**src/rtl/mmu_feeder_if.sv**
```systemverilog
// rtl/mmu_feeder_if.sv - weight-row and activation-vector handshake bundle for mmu_feeder
interface mmu_feeder_if #(
    parameter int BIT_WIDTH = 8,
    parameter int SIZE      = 16
) ();
    logic                            wt_valid;
    logic                            wt_ready;
    logic [SIZE-1:0][BIT_WIDTH-1:0]  wt_row;
    logic                            act_valid;
    logic                            act_ready;
    logic                            act_last;
    logic [SIZE-1:0][BIT_WIDTH-1:0]  act_vec;

    modport master (
        output wt_valid, wt_row, act_valid, act_vec, act_last,
        input  wt_ready, act_ready
    );

    modport slave (
        input  wt_valid, wt_row, act_valid, act_vec, act_last,
        output wt_ready, act_ready
    );
endinterface

```
**src/rtl/mmu_feeder.sv**
```systemverilog
// rtl/mmu_feeder.sv - loads weights, then streams skewed activations into the systolic array
module mmu_feeder #(
    parameter int BIT_WIDTH = 8,
    parameter int SIZE      = 16
) (
    input  logic                           clk,
    input  logic                           reset,
    input  logic                           start_i,
    mmu_feeder_if.slave                    bus,
    output logic                           control_o,
    output logic [SIZE-1:0][BIT_WIDTH-1:0] wt_arr_o,
    output logic [SIZE-1:0][BIT_WIDTH-1:0] data_arr_o,
    output logic                           busy_o,
    output logic                           done_o
);
    localparam int CW  = $clog2(2 * SIZE);
    // Lane i owns i skew entries, packed triangularly: lane i starts at i*(i-1)/2.
    localparam int TRI = SIZE * (SIZE - 1) / 2;
    localparam logic [CW-1:0] ROW_LAST   = CW'(SIZE - 1);
    localparam logic [CW-1:0] FLUSH_LAST = CW'(2 * SIZE - 1);

    typedef enum logic [1:0] {IDLE, LOAD_WT, STREAM, FLUSH} state_t;

    state_t                         state_q, state_d;
    logic [CW-1:0]                  cnt_q, cnt_d;
    logic                           wt_ready_q, wt_ready_d;
    logic                           act_ready_q, act_ready_d;
    logic                           control_q, control_d;
    logic                           busy_q, busy_d;
    logic                           done_q, done_d;
    logic [SIZE-1:0][BIT_WIDTH-1:0] wt_arr_q, wt_arr_d;
    logic [SIZE-1:0][BIT_WIDTH-1:0] data_arr_q, data_arr_d;
    logic [TRI*BIT_WIDTH-1:0]       sr_q, sr_d;
    logic [SIZE-1:0][BIT_WIDTH-1:0] inj;
    logic                           wt_acc, act_acc;

    assign wt_acc  = bus.wt_valid && wt_ready_q;
    assign act_acc = bus.act_valid && act_ready_q;

    always_comb begin
        state_d   = state_q;
        cnt_d     = cnt_q;
        done_d    = 1'b0;
        control_d = wt_acc;
        wt_arr_d  = wt_acc ? bus.wt_row : wt_arr_q;
        case (state_q)
            IDLE: begin
                if (start_i) begin
                    state_d = LOAD_WT;
                    cnt_d   = '0;
                end
            end
            LOAD_WT: begin
                if (wt_acc) begin
                    cnt_d = cnt_q + 1'b1;
                    if (cnt_q == ROW_LAST) state_d = STREAM;
                end
            end
            STREAM: begin
                if (act_acc && bus.act_last) begin
                    state_d = FLUSH;
                    cnt_d   = '0;
                end
            end
            FLUSH: begin
                cnt_d = cnt_q + 1'b1;
                if (cnt_q == FLUSH_LAST) begin
                    state_d = IDLE;
                    cnt_d   = '0;
                    done_d  = 1'b1;
                end
            end
            default: state_d = IDLE;
        endcase
        wt_ready_d  = (state_d == LOAD_WT);
        act_ready_d = (state_d == STREAM);
        busy_d      = (state_d != IDLE);
    end

    always_comb begin
        for (int i = 0; i < SIZE; i++) inj[i] = act_acc ? bus.act_vec[i] : '0;
    end

    always_comb begin
        sr_d       = '0;
        data_arr_d = '0;
        if (state_q != IDLE) begin
            data_arr_d[0] = inj[0];
            for (int i = 1; i < SIZE; i++) begin
                for (int k = 0; k < i; k++) begin
                    if (k == 0) sr_d[(i*(i-1)/2)*BIT_WIDTH +: BIT_WIDTH] = inj[i];
                    else sr_d[(i*(i-1)/2+k)*BIT_WIDTH +: BIT_WIDTH] =
                             sr_q[(i*(i-1)/2+k-1)*BIT_WIDTH +: BIT_WIDTH];
                end
                data_arr_d[i] = sr_q[(i*(i-1)/2+i-1)*BIT_WIDTH +: BIT_WIDTH];
            end
        end
    end

    always_ff @(posedge clk or negedge reset) begin
        if (!reset) begin
            state_q     <= IDLE;
            cnt_q       <= '0;
            wt_ready_q  <= 1'b0;
            act_ready_q <= 1'b0;
            control_q   <= 1'b0;
            busy_q      <= 1'b0;
            done_q      <= 1'b0;
            wt_arr_q    <= '0;
            data_arr_q  <= '0;
            sr_q        <= '0;
        end else begin
            state_q     <= state_d;
            cnt_q       <= cnt_d;
            wt_ready_q  <= wt_ready_d;
            act_ready_q <= act_ready_d;
            control_q   <= control_d;
            busy_q      <= busy_d;
            done_q      <= done_d;
            wt_arr_q    <= wt_arr_d;
            data_arr_q  <= data_arr_d;
            sr_q        <= sr_d;
        end
    end

    assign bus.wt_ready  = wt_ready_q;
    assign bus.act_ready = act_ready_q;
    assign control_o     = control_q;
    assign wt_arr_o      = wt_arr_q;
    assign data_arr_o    = data_arr_q;
    assign busy_o        = busy_q;
    assign done_o        = done_q;
endmodule
```
**src/flat_wrapper.sv**
```systemverilog
// flat-port wrapper written by rule: the top's interface ports become plain ports
module mmu_feeder_flat 
#(
    parameter int BIT_WIDTH = 8,
    parameter int SIZE      = 16
)
  (clk, reset, start_i, control_o, wt_arr_o, data_arr_o, busy_o, done_o, bus_wt_valid, bus_wt_row, bus_act_valid, bus_act_vec, bus_act_last, bus_wt_ready, bus_act_ready);
  mmu_feeder_if #(.BIT_WIDTH(BIT_WIDTH), .SIZE(SIZE)) bus_i ();
  input  logic clk;
  input  logic reset;
  input  logic start_i;
  output logic control_o;
  output logic [SIZE-1:0][BIT_WIDTH-1:0] wt_arr_o;
  output logic [SIZE-1:0][BIT_WIDTH-1:0] data_arr_o;
  output logic busy_o;
  output logic done_o;
  input wire logic [$bits(bus_i.wt_valid)-1:0] bus_wt_valid;
  input wire logic [$bits(bus_i.wt_row)-1:0] bus_wt_row;
  input wire logic [$bits(bus_i.act_valid)-1:0] bus_act_valid;
  input wire logic [$bits(bus_i.act_vec)-1:0] bus_act_vec;
  input wire logic [$bits(bus_i.act_last)-1:0] bus_act_last;
  output wire logic [$bits(bus_i.wt_ready)-1:0] bus_wt_ready;
  output wire logic [$bits(bus_i.act_ready)-1:0] bus_act_ready;
  assign bus_i.wt_valid = bus_wt_valid;
  assign bus_i.wt_row = bus_wt_row;
  assign bus_i.act_valid = bus_act_valid;
  assign bus_i.act_vec = bus_act_vec;
  assign bus_i.act_last = bus_act_last;
  assign bus_wt_ready = bus_i.wt_ready;
  assign bus_act_ready = bus_i.act_ready;
  mmu_feeder #(.BIT_WIDTH(BIT_WIDTH), .SIZE(SIZE)) u_core (.clk(clk), .reset(reset), .start_i(start_i), .bus(bus_i), .control_o(control_o), .wt_arr_o(wt_arr_o), .data_arr_o(data_arr_o), .busy_o(busy_o), .done_o(done_o));
endmodule
```
**config.mk**
```make
export PLATFORM = sky130hd
export DESIGN_NAME = mmu_feeder_flat
export DESIGN_NICKNAME = d
export VERILOG_FILES = /design/src/rtl/mmu_feeder_if.sv /design/src/rtl/mmu_feeder.sv /design/src/flat_wrapper.sv
export SDC_FILE = /design/constraint.sdc
export NUM_CORES = 1
export LEC_CHECK = 0
export ABC_AREA = 1
export BUFFER_PORTS_ARGS = -buffer_cell sky130_fd_sc_hd__buf_2
export CORE_AREA = 2 2 326 328
export DETAILED_ROUTE_END_ITERATION = 10
export DIE_AREA = 0 0 328 330
export GPL_ROUTABILITY_DRIVEN = 1
export HOLD_SLACK_MARGIN = 0.15
export PLACE_DENSITY = 0.56
export RECOVER_POWER = 100
export REMOVE_ABC_BUFFERS = 1
export SLEW_MARGIN = 25
export SYNTH_ARGS = -nofsm -noshare
export SYNTH_HDL_FRONTEND = slang
export SYNTH_SLANG_ARGS = --single-unit
export TNS_END_PERCENT = 20
```
**constraint.sdc**
```tcl
create_clock -name clk -period 3.5 [get_ports clk]
set_input_delay 0.525 -clock clk [delete_from_list [all_inputs] [get_ports clk]]
set_output_delay 0.525 -clock clk [all_outputs]
set_load 0.005 [all_outputs]
```
==> impl_metrics.tcl <==
set metrics [dict create \
    status "finished with violations" \
    violations "max-capacitance violations, max-slew violations" \
    startpoint_type "flop" \
    clock_skew_ps 25.2 \
    placed_cells 5812 \
    period_needed_ps 2660 \
    track_usage_pct 14.2 \
    cts_tree "done" \
    p_clk_share_pct 40.9 \
    io_buffers 522 \
    cp.arrival_ps 3310 \
    slew_headroom_pct -32.2 \
    grt_max_degree 217 \
    p_sw_mw 9.44 \
    cts_buffers 133 \
    synth_top_area_share_pct 73.9 \
    cp_max_fo 95 \
    cts_sinks 1228 \
    detail_route.wl_per_cell_um 12.0 \
    synthArstFlopShare_pct 100 \
    routed-wl-met2_um 36100 \
    htreeDepth 4 \
    ys_seq_area_share_pct 73.9 \
    firstDrtPassIters 4 \
    hold_viol_final 0 \
    top_layer "met5" \
    io_pins 523 \
    worst_pin_slew_ps 1980 \
    ys_seq_elements 1228 \
    synth_cell_types 16 \
    fin_util_pct 49.9 \
    netlist_area_um2 41600 \
    seqPwrFrac_pct 45.0 \
    final.setup.tns_ps 0 \
    fmax_mhz 376 \
    viasPerCell 3.98 \
    rsz0062_at_grt "no" \
    cts_resized 0 \
    rows 119 \
    switching_share_pct 27.6 \
    cp-end-kind "flop" \
    post_cts_buffers 0 \
    hold_path.class "primary input to asynchronous set/reset pin" \
    area_delta_synth_final_pct 25.6 \
    crit_type "flop to flop" \
    crit_top_cell "nand2_1" \
    synth.cells.most_frequent "dfrtp_1 (1228), nor2_1 (1094), inv_1 (977), nand2_1 (539), buf_2 (75)" \
    fin_cells 6310 \
    peakVddDrop_v 0.000805 \
    vias 25100 \
    ys.flop_type "dfrtp_1" \
    grt_overflow 0 \
    die_w_um 328 \
    multi_input_area_um2 6280 \
    ff_latch_area_um2 30700 \
    core_um2 105000 \
    p_leak_nw 25.7 \
    finalCritPeriodShare_pct 76.0 \
    totalPowerFinal_mw 34.2 \
    powerDensity_nw_per_um2 654 \
    timing.rr.start "u_core.bus.wt_ready$_DFF_PN0_" \
    drv_slew 923 \
    routabilityCongestion 0.728 \
    yosysTopAreaCell "dfrtp_1" \
    cpPeakStageDelay_ps 1410 \
    hpwl_um 41700 \
    drt_wl_total_um 75800 \
    insertion_delay_ps 720 \
    pre_cts_ws_ps 1480 \
    critPathLaunch "u_core.bus.wt_ready$_DFF_PN0_" \
    drv_cap 7 \
    nFillCells 9670 \
    clk_pin_slew_ps 60 \
    grt_pass1_vias 24700 \
    route.detailed.drc 0 \
    final_cell_area_um2 52200 \
    dieArea_um2 108000 \
    first_iter_violations 1647 \
    antenna_found_initial 6 \
    whs_ps 340 \
    grt_pass1_wl_um 124000 \
    synth.avg_cell_area_um2 10.3 \
    critPathRequiredTime_ps 4150 \
    setup_ws_ps 841 \
    clockBufferDepth 3 \
    final_nets 5084 \
    fp.dieH_um 330 \
    crit_slowest_cell "clkbuf_2" \
    pwr-share-comb_pct 14.1 \
    synth.top_cells.by_area "dfrtp_1 (74%), nor2_1 (9.9%), inv_1 (8.8%)" \
    synth_edf_count 0 \
    met3WireLength_um 3520 \
    syn_inst 4023 \
    met1_length_um 33500 \
    initial_utilization_pct 39.7 \
    cts_root_buf "clkbuf_16" \
    ant_nets 0 \
    setup_violations 0 \
    synth_most_common_cell "dfrtp_1" \
    place_area_um2 45600 \
    drive_gt1_share_pct 11.1 \
    crit_chain "nand2_1 -> clkbuf_2 -> nand2_1 -> nand2_1" \
    intPower_mw 24.7 \
    ys_warn_count 0 \
]
## layer usage
metal  vias to the layer above  global-route usage, %
li1                      12700                      -
met1                     11800                   18.7
met2                       431                   22.1
met3                       187                   3.77
met4                         4                   6.04
met5                         -                      0
## what timing repair did
action / CTS / global route
setup endpoints to repair: 0 / 0
hold endpoints to repair: 356 / 0
hold buffers: 263 / 0
## worst max-delay path: cells and delay by family, from the launching register on
kind	cells	cell delay, ps
DFF	1	410
buffers and inverters	1	1410
and+or+nand+nor	3	610
## registers in the layout, indices dropped and copies added, names as in the netlist
| name | flops |
|---|---|
| u_core.sr_q | 960 |
| u_core.bus.act_ready | 1 |
| u_core.data_arr_o | 128 |
| u_core.bus.wt_ready | 1 |
| u_core.wt_arr_o | 128 |
| u_core.state_q | 2 |
| u_core.done_o | 1 |
| u_core.busy_o | 1 |
| u_core.cnt_q | 5 |
| u_core.control_o | 1 |
## placed cells by master (no fill, tap or decap)
cell and count:
a21oi_1 2, buf_1 3, buf_12 11, buf_2 315, buf_4 2, bufinv_16 9
clkbuf_1 246, clkbuf_16 138, clkbuf_2 6, clkbuf_4 8, clkbuf_8 27, clkinv_16 1
clkinv_2 15, clkinv_4 1, clkinv_8 4, clkinvlp_4 2, dfrtp_1 1228, diode_2 4
dlygate4sd3_1 263, ha_1 3, inv_1 975, inv_6 5, nand2_1 538, nand2_4 1
nand3_1 8, nand4_1 2, nor2_1 1095, nor2_4 1, o21ai_0 6
## power groups by stage
stage / Combinational, mW / Sequential (mW) / Clock, mW
floorplan: 1.63 / 15.7 / 0
global placement: 4.93 / 15.6 / 0
detailed placement: 4.97 / 15.6 / 0
CTS: 5.24 / 15.3 / 14.5
global route: 5.48 / 15.4 / 15.1
finish: 4.82 / 15.4 / 14.0
## final cells by class
class / count / share of cell area [%]
Sequential cell: 1228 / 58.8
Clock buffer: 196 / 7.55
Inverter: 977 / 7.03
Multi-Input combinational cell: 1656 / 12.0
Timing Repair Buffer: 823 / 10.2
Tap cell: 1391 / 3.33
Clock inverter: 35 / 0.946
Antenna cell: 4 / 0.0192
## worst paths after layout
path / end / slack, ps / cells past startpoint
worst min register to register: u_core.sr_q[660]$_DFF_PN0_ / 450 / 2
worst max register to register: u_core.wt_arr_o[127]$_DFFE_PN0N_ / 840 / 4
worst max-delay path: u_core.wt_arr_o[127]$_DFFE_PN0N_ / 840 / 4
worst min-delay path: u_core.sr_q[104]$_DFF_PN0_ / 340 / 2
min in group clk: u_core.sr_q[847]$_DFF_PN0_ / 370 / 3
max in group asynchronous: u_core.sr_q[830]$_DFF_PN0_ / 1030 / 3
## cells by family (layout without fill, tap and decap cells)
kind of cell,after synthesis,in the layout,share of synthesized area [%]
other cells,0,4,0
flops,1228,1228,73.9
fa+ha+maj,3,3,0.0903
simple gates,1645,1645,14.9
compound gates,8,8,0.0963
buf+inv,1139,2031,11.0
(Power assumes the default switching activity.)
